File: config.mk
export PLATFORM = sky130hd
export DESIGN_NAME = vend_change_dispenser
export DESIGN_NICKNAME = d
export VERILOG_FILES = /design/src/rtl/vend_pkg.sv /design/src/rtl/vend_result_fifo.sv /design/src/rtl/vend_change_dispenser.sv
export SDC_FILE = /design/constraint.sdc
export NUM_CORES = 1
export LEC_CHECK = 0
export CORE_ASPECT_RATIO = 0.9
export CORE_UTILIZATION = 61
export CTS_BUF_LIST = sky130_fd_sc_hd__clkbuf_16
export DETAILED_ROUTE_END_ITERATION = 8
export GPL_ROUTABILITY_DRIVEN = 0
export HOLD_SLACK_MARGIN = 0.12
export PLACE_DENSITY = 0.85
export SYNTH_ARGS = -nofsm -noshare
export SYNTH_HDL_FRONTEND = slang
export SYNTH_SLANG_ARGS = --single-unit
File: constraint.sdc
create_clock -name clk -period 5.9 [get_ports clk]
set_input_delay 0.885 -clock clk [delete_from_list [all_inputs] [get_ports clk]]
set_output_delay 0.885 -clock clk [all_outputs]
set_load 0.1 [all_outputs]
File: src/rtl/vend_pkg.sv
`default_nettype none
// ============================================================================
// Module   : vend_pkg
// Brief    : Shared constants, state encoding and coin-value lookup for the
//            vending change dispenser.
// Revision : 1.0 - initial release
// ============================================================================
package vend_pkg;

    localparam int MONEY_W   = 11;
    localparam int NUM_COINS = 6;

    // Coin flags occupy result-word bits [7:2], highest value at the LSB
    localparam int COIN_BIT_LSB = 2;
    localparam int COIN_BIT_MSB = 7;

    localparam logic [MONEY_W-1:0] COIN_VAL_50 = 11'd50;
    localparam logic [MONEY_W-1:0] COIN_VAL_20 = 11'd20;
    localparam logic [MONEY_W-1:0] COIN_VAL_10 = 11'd10;
    localparam logic [MONEY_W-1:0] COIN_VAL_5  = 11'd5;
    localparam logic [MONEY_W-1:0] COIN_VAL_2  = 11'd2;
    localparam logic [MONEY_W-1:0] COIN_VAL_1  = 11'd1;

    localparam logic [1:0] PROD_NONE = 2'd0;
    localparam logic [1:0] PROD_C    = 2'd1;
    localparam logic [1:0] PROD_S    = 2'd2;
    localparam logic [1:0] PROD_P    = 2'd3;

    typedef enum logic [2:0] {
        ST_IDLE      = 3'd0,
        ST_LOAD      = 3'd1,
        ST_DROP      = 3'd2,
        ST_DROP_WAIT = 3'd3,
        ST_COIN      = 3'd4,
        ST_GAP       = 3'd5
    } disp_state_e;

    function automatic logic [MONEY_W-1:0] coin_value(input logic [2:0] idx);
        case (idx)
            3'd0:    coin_value = COIN_VAL_50;
            3'd1:    coin_value = COIN_VAL_20;
            3'd2:    coin_value = COIN_VAL_10;
            3'd3:    coin_value = COIN_VAL_5;
            3'd4:    coin_value = COIN_VAL_2;
            3'd5:    coin_value = COIN_VAL_1;
            default: coin_value = '0;
        endcase
    endfunction

endpackage
`default_nettype wire

File: src/rtl/vend_result_fifo.sv
`default_nettype none
// ============================================================================
// Module   : vend_result_fifo
// Brief    : Synchronous FIFO buffering result words ahead of the dispenser FSM.
// Revision : 1.0 - initial release
// ============================================================================
module vend_result_fifo #(
    parameter int DEPTH = 4,
    parameter int WIDTH = 8
) (
    input  logic                     clk,
    input  logic                     rst,
    input  logic                     push_i,
    input  logic                     pop_i,
    input  logic [WIDTH-1:0]         wr_data_i,
    output logic [WIDTH-1:0]         rd_data_o,
    output logic                     full_o,
    output logic                     empty_o,
    output logic [$clog2(DEPTH):0]   count_o
);

    localparam int c_aw = $clog2(DEPTH);

    logic [WIDTH-1:0] mem_q [DEPTH];
    logic [c_aw-1:0]  wr_ptr_q;
    logic [c_aw-1:0]  rd_ptr_q;
    logic [c_aw:0]    count_q;
    logic             w_do_push;
    logic             w_do_pop;

    assign full_o    = (count_q == (c_aw+1)'(DEPTH));
    assign empty_o   = (count_q == '0);
    assign count_o   = count_q;
    assign rd_data_o = mem_q[rd_ptr_q];
    assign w_do_push = push_i & ~full_o;
    assign w_do_pop  = pop_i & ~empty_o;

    always_ff @(posedge clk or posedge rst) begin
        if (rst) begin
            wr_ptr_q <= '0;
            rd_ptr_q <= '0;
            count_q  <= '0;
        end else begin
            if (w_do_push) wr_ptr_q <= wr_ptr_q + c_aw'(1);
            if (w_do_pop)  rd_ptr_q <= rd_ptr_q + c_aw'(1);
            case ({w_do_push, w_do_pop})
                2'b10:   count_q <= count_q + (c_aw+1)'(1);
                2'b01:   count_q <= count_q - (c_aw+1)'(1);
                default: count_q <= count_q;
            endcase
        end
    end

    // Storage needs no reset: pointers alone define what is valid
    always_ff @(posedge clk) begin
        if (w_do_push) mem_q[wr_ptr_q] <= wr_data_i;
    end

endmodule
`default_nettype wire

File: src/rtl/vend_change_dispenser.sv
`default_nettype none
// ============================================================================
// Module   : vend_change_dispenser
// Brief    : Serializes buffered result words into a timed product drop followed
//            by timed coin-ejector pulses. Define DISP_TIMEOUT_EN to enable the
//            drop_ack timeout and sticky fault.
// Revision : 1.0 - initial release
// ============================================================================
module vend_change_dispenser
    import vend_pkg::*;
#(
    parameter int FIFO_DEPTH   = 4,
    parameter int PULSE_CYCLES = 4,
    parameter int GAP_CYCLES   = 2,
    parameter int ACK_TIMEOUT  = 255
) (
    input  logic               clk,
    input  logic               rst,
    input  logic               in_valid,
    input  logic [7:0]         in_data,
    output logic               in_ready,
    input  logic               drop_ack,
    input  logic               fault_clr,
    output logic [2:0]         product_drop,
    output logic [5:0]         coin_eject,
    output logic               busy,
    output logic [MONEY_W-1:0] change_total,
    output logic               fault
);

    localparam int c_max_pg = (PULSE_CYCLES > GAP_CYCLES) ? PULSE_CYCLES : GAP_CYCLES;
    localparam int c_max    = (c_max_pg > ACK_TIMEOUT) ? c_max_pg : ACK_TIMEOUT;
    localparam int c_cnt_w  = $clog2(c_max + 1);

    disp_state_e              state_q, state_d;
    logic [1:0]               prod_q, prod_d;
    logic [NUM_COINS-1:0]     flags_q, flags_d;
    logic [c_cnt_w-1:0]       cnt_q, cnt_d;
    logic                     ack_seen_q, ack_seen_d;
    logic [MONEY_W-1:0]       total_q, total_d;
    logic                     fault_q, fault_d;

    logic                     w_full;
    logic                     w_empty;
    logic                     w_pop;
    logic                     w_push;
    logic [7:0]               w_rd_data;
    logic [2:0]               w_coin_idx;
    logic [$clog2(FIFO_DEPTH):0] w_fifo_count_unused;

    // A zero word carries nothing to dispense: handshake it but never store it
    assign w_push   = in_valid & ~w_full & (in_data != 8'h00);
    assign in_ready = ~w_full;

    vend_result_fifo #(
        .DEPTH (FIFO_DEPTH),
        .WIDTH (8)
    ) u_fifo (
        .clk       (clk),
        .rst       (rst),
        .push_i    (w_push),
        .pop_i     (w_pop),
        .wr_data_i (in_data),
        .rd_data_o (w_rd_data),
        .full_o    (w_full),
        .empty_o   (w_empty),
        .count_o   (w_fifo_count_unused)
    );

    // Lowest set flag is the highest-value coin
    always_comb begin
        w_coin_idx = 3'd0;
        for (int i = NUM_COINS - 1; i >= 0; i--) begin
            if (flags_q[i]) w_coin_idx = 3'(i);
        end
    end

    always_ff @(posedge clk or posedge rst) begin
        if (rst) begin
            state_q    <= ST_IDLE;
            prod_q     <= PROD_NONE;
            flags_q    <= '0;
            cnt_q      <= '0;
            ack_seen_q <= 1'b0;
            total_q    <= '0;
            fault_q    <= 1'b0;
        end else begin
            state_q    <= state_d;
            prod_q     <= prod_d;
            flags_q    <= flags_d;
            cnt_q      <= cnt_d;
            ack_seen_q <= ack_seen_d;
            total_q    <= total_d;
            fault_q    <= fault_d;
        end
    end

    always_comb begin
        state_d    = state_q;
        prod_d     = prod_q;
        flags_d    = flags_q;
        ack_seen_d = ack_seen_q;
        total_d    = total_q;
        w_pop      = 1'b0;
`ifdef DISP_TIMEOUT_EN
        fault_d    = fault_q & ~fault_clr;
`else
        fault_d    = 1'b0;
`endif
        case (state_q)
            ST_IDLE: begin
                if (!w_empty) begin
                    w_pop      = 1'b1;
                    prod_d     = w_rd_data[1:0];
                    flags_d    = w_rd_data[COIN_BIT_MSB:COIN_BIT_LSB];
                    ack_seen_d = 1'b0;
                    state_d    = ST_LOAD;
                end
            end
            ST_LOAD: begin
                if (prod_q != PROD_NONE)  state_d = ST_DROP;
                else if (flags_q != '0)   state_d = ST_COIN;
                else                      state_d = ST_IDLE;
            end
            ST_DROP: begin
                if (drop_ack) ack_seen_d = 1'b1;
                if (cnt_q == c_cnt_w'(PULSE_CYCLES - 1)) state_d = ST_DROP_WAIT;
            end
            ST_DROP_WAIT: begin
                if (drop_ack || ack_seen_q) begin
                    state_d = (flags_q != '0) ? ST_COIN : ST_IDLE;
                end
`ifdef DISP_TIMEOUT_EN
                else if (cnt_q == c_cnt_w'(ACK_TIMEOUT - 1)) begin
                    fault_d = 1'b1;
                    state_d = (flags_q != '0) ? ST_COIN : ST_IDLE;
                end
`endif
            end
            ST_COIN: begin
                if (cnt_q == c_cnt_w'(PULSE_CYCLES - 1)) begin
                    flags_d[w_coin_idx] = 1'b0;
                    total_d             = total_q + coin_value(w_coin_idx);
                    state_d             = ST_GAP;
                end
            end
            ST_GAP: begin
                if (cnt_q == c_cnt_w'(GAP_CYCLES - 1)) begin
                    state_d = (flags_q != '0) ? ST_COIN : ST_IDLE;
                end
            end
            default: state_d = ST_IDLE;
        endcase
        // Every state's timer starts from zero on entry
        cnt_d = (state_d != state_q) ? '0 : cnt_q + c_cnt_w'(1);
    end

    always_comb begin
        product_drop = 3'b000;
        coin_eject   = 6'b000000;
        if (state_q == ST_DROP) begin
            case (prod_q)
                PROD_C:  product_drop = 3'b001;
                PROD_S:  product_drop = 3'b010;
                PROD_P:  product_drop = 3'b100;
                default: product_drop = 3'b000;
            endcase
        end
        if (state_q == ST_COIN) coin_eject = 6'b000001 << w_coin_idx;
        busy         = (state_q != ST_IDLE) | ~w_empty;
        change_total = total_q;
        fault        = fault_q;
    end

`ifndef DISP_TIMEOUT_EN
    logic unused_fault_clr;
    assign unused_fault_clr = fault_clr;
`endif

endmodule
`default_nettype wire

* After elaboration in Yosys (flattened, before gate mapping)
Memories as Yosys holds them, arrays and structs flattened. Cells that the tools add are included. Widths: inputs -> output; s select.
Storage, ports and cells: bits in registers 38, bits in writable memories 32, word-level logic and storage cells 100, input port bits 13, memories 1
Memories:
- u_fifo.mem_q | depth 4, bits a word 8, rd ports 1, clocked after Yosys merged registers in 0, wr ports 1, line vend_result_fifo.sv:24 | logic [WIDTH-1:0] mem_q [DEPTH];
Operators by class: shift operators 1, muxes and demuxes 34, $add $sub $neg 6, equality and inequality tests 22, reductions and logical operators 16, bitwise gates (word level) 9, $lt $le $gt $ge 2
Operator list (number):
- $mux 3 | 14
- $pmux 6 s6 | 1
- $mux 11 | 2
- $mux 6 | 3
- $pmux 3 s6 | 1
- $eq 3x3->1 const B | 5
- $eq 3x2->1 const B | 4
- $pmux 6 s2 | 1
- $add 11x11->11 | 1
- $logic_not 3->1 | 3
- $pmux 3 s3 | 1
- $add 8x1->8 const B | 1
- $eq 8x1->1 const B | 1
- $eq 8x2->1 const B | 1
- $mux 8 | 1
- $reduce_bool 2->1 | 4
- $reduce_bool 8->1 | 1
- $mux 1 | 7
- $and 6x6->6 | 1
- $eq 2x2->1 const B | 3
- $eq 3x1->1 const B | 2
- $ne 2x2->1 const B | 3
- $not 6->6 | 1
- $pmux 3 s2 | 1
- other kinds (19) | 27

* Depth between registers and ports, before layout
Gate-level depths: netlist of the first run.
word-level depth 14, mapped depth 13

* Modules after synthesis
Synthesis of the first run repeated with hierarchy kept, for this count alone.
Unflattened totals: cell total of the unflattened synthesis 297, area, all modules 3629.7 µm²
By module, submodules not included:
- vend_change_dispenser | sequential area each 775.7 µm², cells each 217, instances 1, area an instance 2033.2 µm²
- vend_result_fifo | sequential area each 1136.1 µm², cells each 80, instances 1, area an instance 1596.5 µm²

* Least setup slack after synthesis of the first run
No wires, ideal clock.
path kind reg2out, start point register state_q[1], end point output port coin_eject[4], required time 5.015 ns, arrival 2.603 ns, stages on the path, launching flop included 7, path slack 2.412 ns, cells stage by stage dfrtp_1 buf_6 nor3b_4 buf_6 nand2_4 or4_4 nor2_1
On the way: longest elaborated chain between the ends 2
RTL lines:
- start, declared | line vend_change_dispenser.sv:35 | disp_state_e state_q, state_d;
- start signal, assigned | line vend_change_dispenser.sv:88 | state_q <= state_d;
- $eq 3x3->1 | line vend_change_dispenser.sv:169 | if (state_q == ST_COIN) coin_eject = 6'b000001 << w_coin_idx;
- $mux 6 | line vend_change_dispenser.sv:169
- end, declared | line vend_change_dispenser.sv:25 | output logic [5:0] coin_eject,
Every way passes these cells.

* Worst setup path after layout of the first run
start point register state_q[2], end point output port coin_eject[4]
The elaborated chain is that of the path after synthesis.

==> summary.txt, run 1 <==
Status
  – Status: completed

Worst setup path
  – Crit. End Element: primary output
  – Type of origin of the critical path: flop
  – Required time of the critical path: 5.02 ns
  – Setup CP Type: flop to primary output
  – FF-to-FF Start: flags_q[4]
  – Worst-case reg-to-reg path depth: 13
  – Crit-path slowest cell: clkdlybuf4s50_1
  – CP max FO: 11
  – Delay-heaviest family, CP: simple AND/OR/NAND/NOR gates
  – Crit path largest cell delay: 1.14 ns
  – CP Data Arrival Time: 3.22 ns
  – R2r endpoint: change_total[10]
  – Worst-path cell chain: nor3b_4 -> nand2_4 -> or4_4 -> nor2_1 -> clkdlybuf4s50_1
  – Buf+Inv Stages, Crit Path: 1
  – Stages on the worst setup path: 5
  – R2R Setup Slk: 2.71 ns

Routing
  – Residual DRC: 0
  – Pre-antenna DRT Iters: 4
  – DRT iter0 DRCs: 155
  – Routed WL per cell: 17.32 um
  – Total Routed Length: 6.860 mm
  – Routed via count: 2,316
  – Final ANT Viol Nets: 0
  – DR vias/cell: 5.848

Finish
  – Commonest non-fill, non-tap cell in the layout: dfrtp_1
  – Core Util, Final: 76.42%
  – Most frequent cells in the layout: 38 x dfrtp_1, 36 x nor2_1, 33 x clkdlybuf4s50_1
  – Nets: 352
  – ANT cells: 0
  – Flip-flop and latch area: 0.001912 sq mm
  – Fillers: 322
  – Layout cells sized above 1: 10.94%
  – Area of the multi-input gates: 0.001408 sq mm
  – Synth-to-Final Area Change: 18.84%

Yosys
  – Post-synthesis sequential area ratio: 55.58%
  – Syn Nets: 316
  – Area leader, netlist: edfxtp_1
  – Synthesized area per cell: 11.94 sq um
  – Syn Std Cell Area: 0.003440 sq mm
  – Gate Count Post-Synth: 288
  – Synth Flop Type: dfrtp_1
  – Number of synthesized flops with an enable pin: 32
  – Synth cell types: 52
  – Top-area cell type share of the netlist area: 27.94%
  – Ys async rst share: 54.29%
  – Number of synthesized register bits: 70
  – Synth area leaders: edfxtp_1 28%, dfrtp_1 28%, mux4_2 5.2%, ha_1 4.7%, nor2_1 3.9%
  – Synth warnings: 0

STA
  – Tcrit/Tclk final: 69.51%
  – Fin. max-slew vios: 0
  – Setup Skew: 0.006288 ns
  – Final TNS setup: 0 ns
  – Worst slew pin tran: 0.9933 ns
  – # setup viols final: 0
  – Endpoints failing hold: 0
  – RSZ-0062 raised after global routing: no
  – Fmax: 243.9 MHz
  – Rel. slew slack: 33.57%
  – Minimum clock period: 4.101 ns

Clock network
  – CTS buffer count: 9
  – Resized cells post-CTS: 0
  – CTS Buffer Depth: 2
  – Post-CTS setup buffers: 0
  – CTS Root Cell: clkbuf_16
  – Skew-Pair Late Insertion Delay: 0.33 ns
  – Hold Buf Count CTS: 0
  – CTS sink count: 70
  – Reg clk slew, reported paths: 0.06 ns
  – H-tree levels: 3
  – CTS tree: yes

Placement
  – Port bufs: 33
  – DPL Wire Length: 4.550 mm

Hold path
  – Hold path startpoint: change_total[10]
  – Hold crit path type: flop to flop
  – Hold path depth: 1
  – Worst Hold End: change_total[10]

Floorplanning
  – Die Wd: 81.15 um
  – Core area: 0.005349 sq mm
  – Die height: 73.24 um
  – Boundary Pins: 36
  – Initial Util: 64.30%
  – Site row count: 25
  – Die area: 0.005943 sq mm

Pwr
  – Lkg Pwr: 1.691 nW
  – Worst VDD drop: 399.4 uV
  – P per Cell Area: 590.5 mW/mm^2

Flow run
  – Max Cap Viol: 0

Global routing
  – Largest net degree at the start of global routing: 39
  – Vias in the first global route: 2,371
  – All-Layer GR Usage: 26.84%
  – GRT overflow: 0
  – Initial antenna violation count: 0
  – First-pass GRT wire length: 11.36 mm
[where the power goes]
group          internal [mW]  total, mW  switching (mW)
clock network          0.324      0.521           0.197
logic                  0.382       1.08           0.700
registers              0.657      0.811           0.154
[worst max-delay path by stage]
stage | from | to | slack (ns)
after floorplan | state_q[1] | coin_eject[4] | 2.41
after global placement | state_q[2] | coin_eject[5] | 2.26
after detailed placement | state_q[2] | coin_eject[4] | 2.18
after CTS | state_q[2] | coin_eject[4] | 1.79
after global routing | state_q[2] | coin_eject[4] | 1.66
final | state_q[2] | coin_eject[4] | 1.80
[cell usage after synthesis (all sizes together), types with 6 or more instances]
| cell type | instances |
|---|---|
| dfrtp | 38 |
| o21ai | 8 |
| mux4 | 8 |
| buf | 7 |
| and2 | 6 |
| xor2 | 12 |
| o22ai | 6 |
| inv | 14 |
| xnor2 | 8 |
| nand3 | 6 |
| ha | 13 |
| edfxtp | 32 |
| nor2 | 36 |
| a21oi | 9 |
| nand2 | 26 |
[metrics by stage]
step	hold slack, ns	total power [mW]	setup WS, ns	area (sq um)	cells
after global placement	0.4574	1.834	2.258	3797	380
after detailed placement	0.4658	1.883	2.175	3797	380
after global routing	0.5050	2.550	1.661	4088	396
after CTS	0.4743	2.420	1.787	4088	396
after floorplan	0.4643	1.657	2.412	3440	288
final	0.4728	2.414	1.799	4088	396
[metal layers]
layer  share of wire, %  GRT usage (%)  vias to the layer above
li1                   -              -                     1096
met1                 44          34.72                     1145
met2                 51          42.48                       61
met3                4.0          7.375                       14
met4                1.9          11.90                        0
met5                  0              0                        -
[kinds of logic (layout without fill, tap and decap cells)]
group / count (synthesis) / count (layout) / synth area share (%)
fa+ha+maj: 15 / 15 / 5.893
flops: 70 / 70 / 55.58
buf+inv: 24 / 65 / 3.492
mux: 9 / 9 / 5.566
xor+xnor: 20 / 20 / 5.093
simple gates: 106 / 106 / 15.93
compound gates: 43 / 43 / 8.331
other cells: 1 / 1 / 0.1090
[cell type report]
class,count,share of cell area [%]
Clock buffer,9,5.510
Tap cell,67,2.051
Inverter,15,1.377
Timing Repair Buffer,34,8.264
Multi-Input combinational cell,194,34.44
Sequential cell,70,46.77
Clock inverter,7,1.592
[flip-flops by register name (all words and copies together), names as in the netlist]
| register | flops |
|---|---|
| ack_seen_q | 1 |
| change_total | 11 |
| cnt_q | 8 |
| flags_q | 6 |
| prod_q | 2 |
| state_q | 3 |
| u_fifo.count_o | 3 |
| u_fifo.mem_q | 32 |
| u_fifo.rd_ptr_q | 2 |
| u_fifo.wr_ptr_q | 2 |
Power figures use the tool's default switching activity.
==> run 2: changes to the inputs <==
- CORE_UTILIZATION: 61 -> 51
- PLACE_DENSITY: 0.85 -> 0.76
- clock period: 5.9 -> 3.4 ns (I/O delays scaled with it)
==> summary.txt, run 2 (synthesis gave the netlist of run 1 again) <==
Worst setup path
  – Buf+Inv Stages, Crit Path: 1
  – Crit. End Element: flop
  – Stages on the worst setup path: 11
  – Crit path largest cell delay: 0.43 ns
  – Setup CP Type: flop to flop
  – Crit-path slowest cell: dfrtp_1
  – CP Data Arrival Time: 2.99 ns
  – Type of origin of the critical path: flop
  – Worst-path cell chain: nor2_1 -> nand2b_1 -> nor2_1 -> ha_1 -> inv_1 -> fa_1 -> nor2b_1 -> o31a_1 -> o22ai_1 -> and4b_1 -> xor2_1
  – CP max FO: 6
  – Required time of the critical path: 3.65 ns
  – Delay-heaviest family, CP: simple AND/OR/NAND/NOR gates
  – Worst-case reg-to-reg path depth: 11
  – CP dominant cell by count: nor2_1

Floorplanning
  – Initial Util: 52.50%
  – Die Wd: 88.57 um
  – Core area: 0.006551 sq mm
  – Site row count: 28
  – Die area: 0.007077 sq mm
  – Boundary Pins: 36
  – Die height: 79.91 um

Clock network
  – Post-CTS setup buffers: 0
  – Hold Buf Count CTS: 0
  – H-tree levels: 3
  – CTS tree: yes
  – CTS Root Cell: clkbuf_16
  – Reg clk slew, reported paths: 0.06 ns
  – Resized cells post-CTS: 0
  – CTS sink count: 70
  – CTS buffer count: 9
  – CTS Buffer Depth: 2
  – Skew-Pair Late Insertion Delay: 0.33 ns

Pwr
  – Gate power share: 45.9%
  – P per Cell Area: 1018 mW/mm^2
  – Switching share of power: 42.92%
  – Worst VDD drop: 518.8 uV
  – Cell Int Power: 2.400 mW
  – Clock power share: 21.8%
  – Sequential power share: 32.3%
  – P_sw: 1.804 mW
  – Lkg Pwr: 1.737 nW

STA
  – Endpoints failing hold: 0
  – Rel. slew slack: 34.62%
  – Minimum clock period: 2.738 ns
  – Setup Skew: 0.005411 ns
  – RSZ-0062 raised after global routing: no
  – # setup viols final: 0
  – Tcrit/Tclk final: 80.52%
  – Fmax: 365.3 MHz
  – Worst slew pin tran: 0.9776 ns
  – Worst Slack Setup Final: 0.6622 ns
  – Final TNS setup: 0 ns
  – Fin. max-slew vios: 0

Global routing
  – Initial antenna violation count: 0
  – All-Layer GR Usage: 20.64%
  – Largest net degree at the start of global routing: 39
  – Vias in the first global route: 2,206
  – GRT overflow: 0
  – First-pass GRT wire length: 10.72 mm

Status
  – Status: completed

Routing
  – Routed WL per cell: 14.93 um
  – Total Routed Length: 6.315 mm
  – DRT iter0 DRCs: 153
  – Pre-antenna DRT Iters: 4
  – DR vias/cell: 5.338
  – Final ANT Viol Nets: 0
  – Routed via count: 2,258
  – Residual DRC: 0

Finish
  – ANT cells: 0
  – Most frequent cells in the layout: 38 x dfrtp_1, 36 x nor2_1, 32 x edfxtp_1
  – Commonest non-fill, non-tap cell in the layout: dfrtp_1
  – Largest register by flop count: u_fifo.mem_q
  – Synth-to-Final Area Change: 20.01%
  – Nets: 356
  – Layout cells sized above 1: 15.32%
  – Max reg flops: 32
  – Core Util, Final: 63.01%

Placement
  – Worst slack at placement: 0.4655 ns
  – Port bufs: 33
  – DPL Wire Length: 4.364 mm

Hold path
  – Hold path depth: 1
  – Hold crit path type: flop to flop

Flow run
  – Max Cap Viol: 0
[run 2: cell count changes in the layout (fill, tap and decap cells not counted)]
cell / before / now
clkinv_2: 3 / 1
clkdlybuf4s50_1: 33 / 22
inv_6: 0 / 1
clkinv_1: 2 / 1
clkinvlp_4: 1 / 0
inv_1: 14 / 15
buf_4: 1 / 16
clkinv_4: 1 / 3
[run 2: power by group through the flow]
stage | Sequential (mW) | Combinational (mW) | Clock [mW]
final | 1.36 | 1.93 | 0.918
after global routing | 1.40 | 2.11 | 0.976
after CTS | 1.36 | 1.94 | 0.936
after detailed placement | 1.37 | 1.92 | 0
after global placement | 1.37 | 1.86 | 0
after floorplan | 1.55 | 1.32 | 0
[run 2: final cells by class]
cell class                 instances  area, sq um
multi-input combinational        194         1408
clock buffer                       9        225.2
fill                             533         2424
timing repair buffer              38        340.3
clock inverter                     7        73.82
inverter                          15        56.30
tap                               90        112.6
sequential                        70         1912
[run 2: routing by layer]
metal	GRT usage (%)	vias up	part of all wire (%)	routed length, um
met5	0	-	0	0
met4	5.806	0	0.76	48
met3	6.618	6	4.5	286
met2	34.77	57	51	3237
met1	25.36	1089	43	2744
li1	-	1106	-	-
[run 2: through the flow]
stage               hold WS, ns  total power [mW]  instance area [sq um]  std cells
finish                   0.4774             4.204                   4128        423
global route             0.4954             4.481                   4128        423
CTS                      0.4802             4.236                   4128        423
detailed placement       0.4726             3.292                   3829        407
global placement         0.4579             3.222                   3829        407
floorplan                0.4643             2.875                   3440        288
[run 2: worst reg2reg max path: cells and delay by family (launching register included)]
| family | cells | cell delay [ns] |
|---|---|---|
| and+or+nand+nor | 5 | 1.12 |
| xor gates and xnor gates | 1 | 0.13 |
| DFF | 1 | 0.43 |
| AOI/OAI and AO/OA | 2 | 0.29 |
| buffers and inverters | 1 | 0.07 |
| adders and majority gates | 2 | 0.62 |
[run 2: worst paths after layout]
path / slack (ns) / start / to
min in group asynchronous: 0.60 / rst / cnt_q[4]
worst min-delay path: 0.48 / change_total[10] / change_total[10]
max in group asynchronous: 2.46 / rst / prod_q[0]
worst max register to register: 0.66 / flags_q[0] / change_total[10]
worst min register to register: 0.48 / change_total[10] / change_total[10]
worst max-delay path: 0.66 / flags_q[0] / change_total[10]
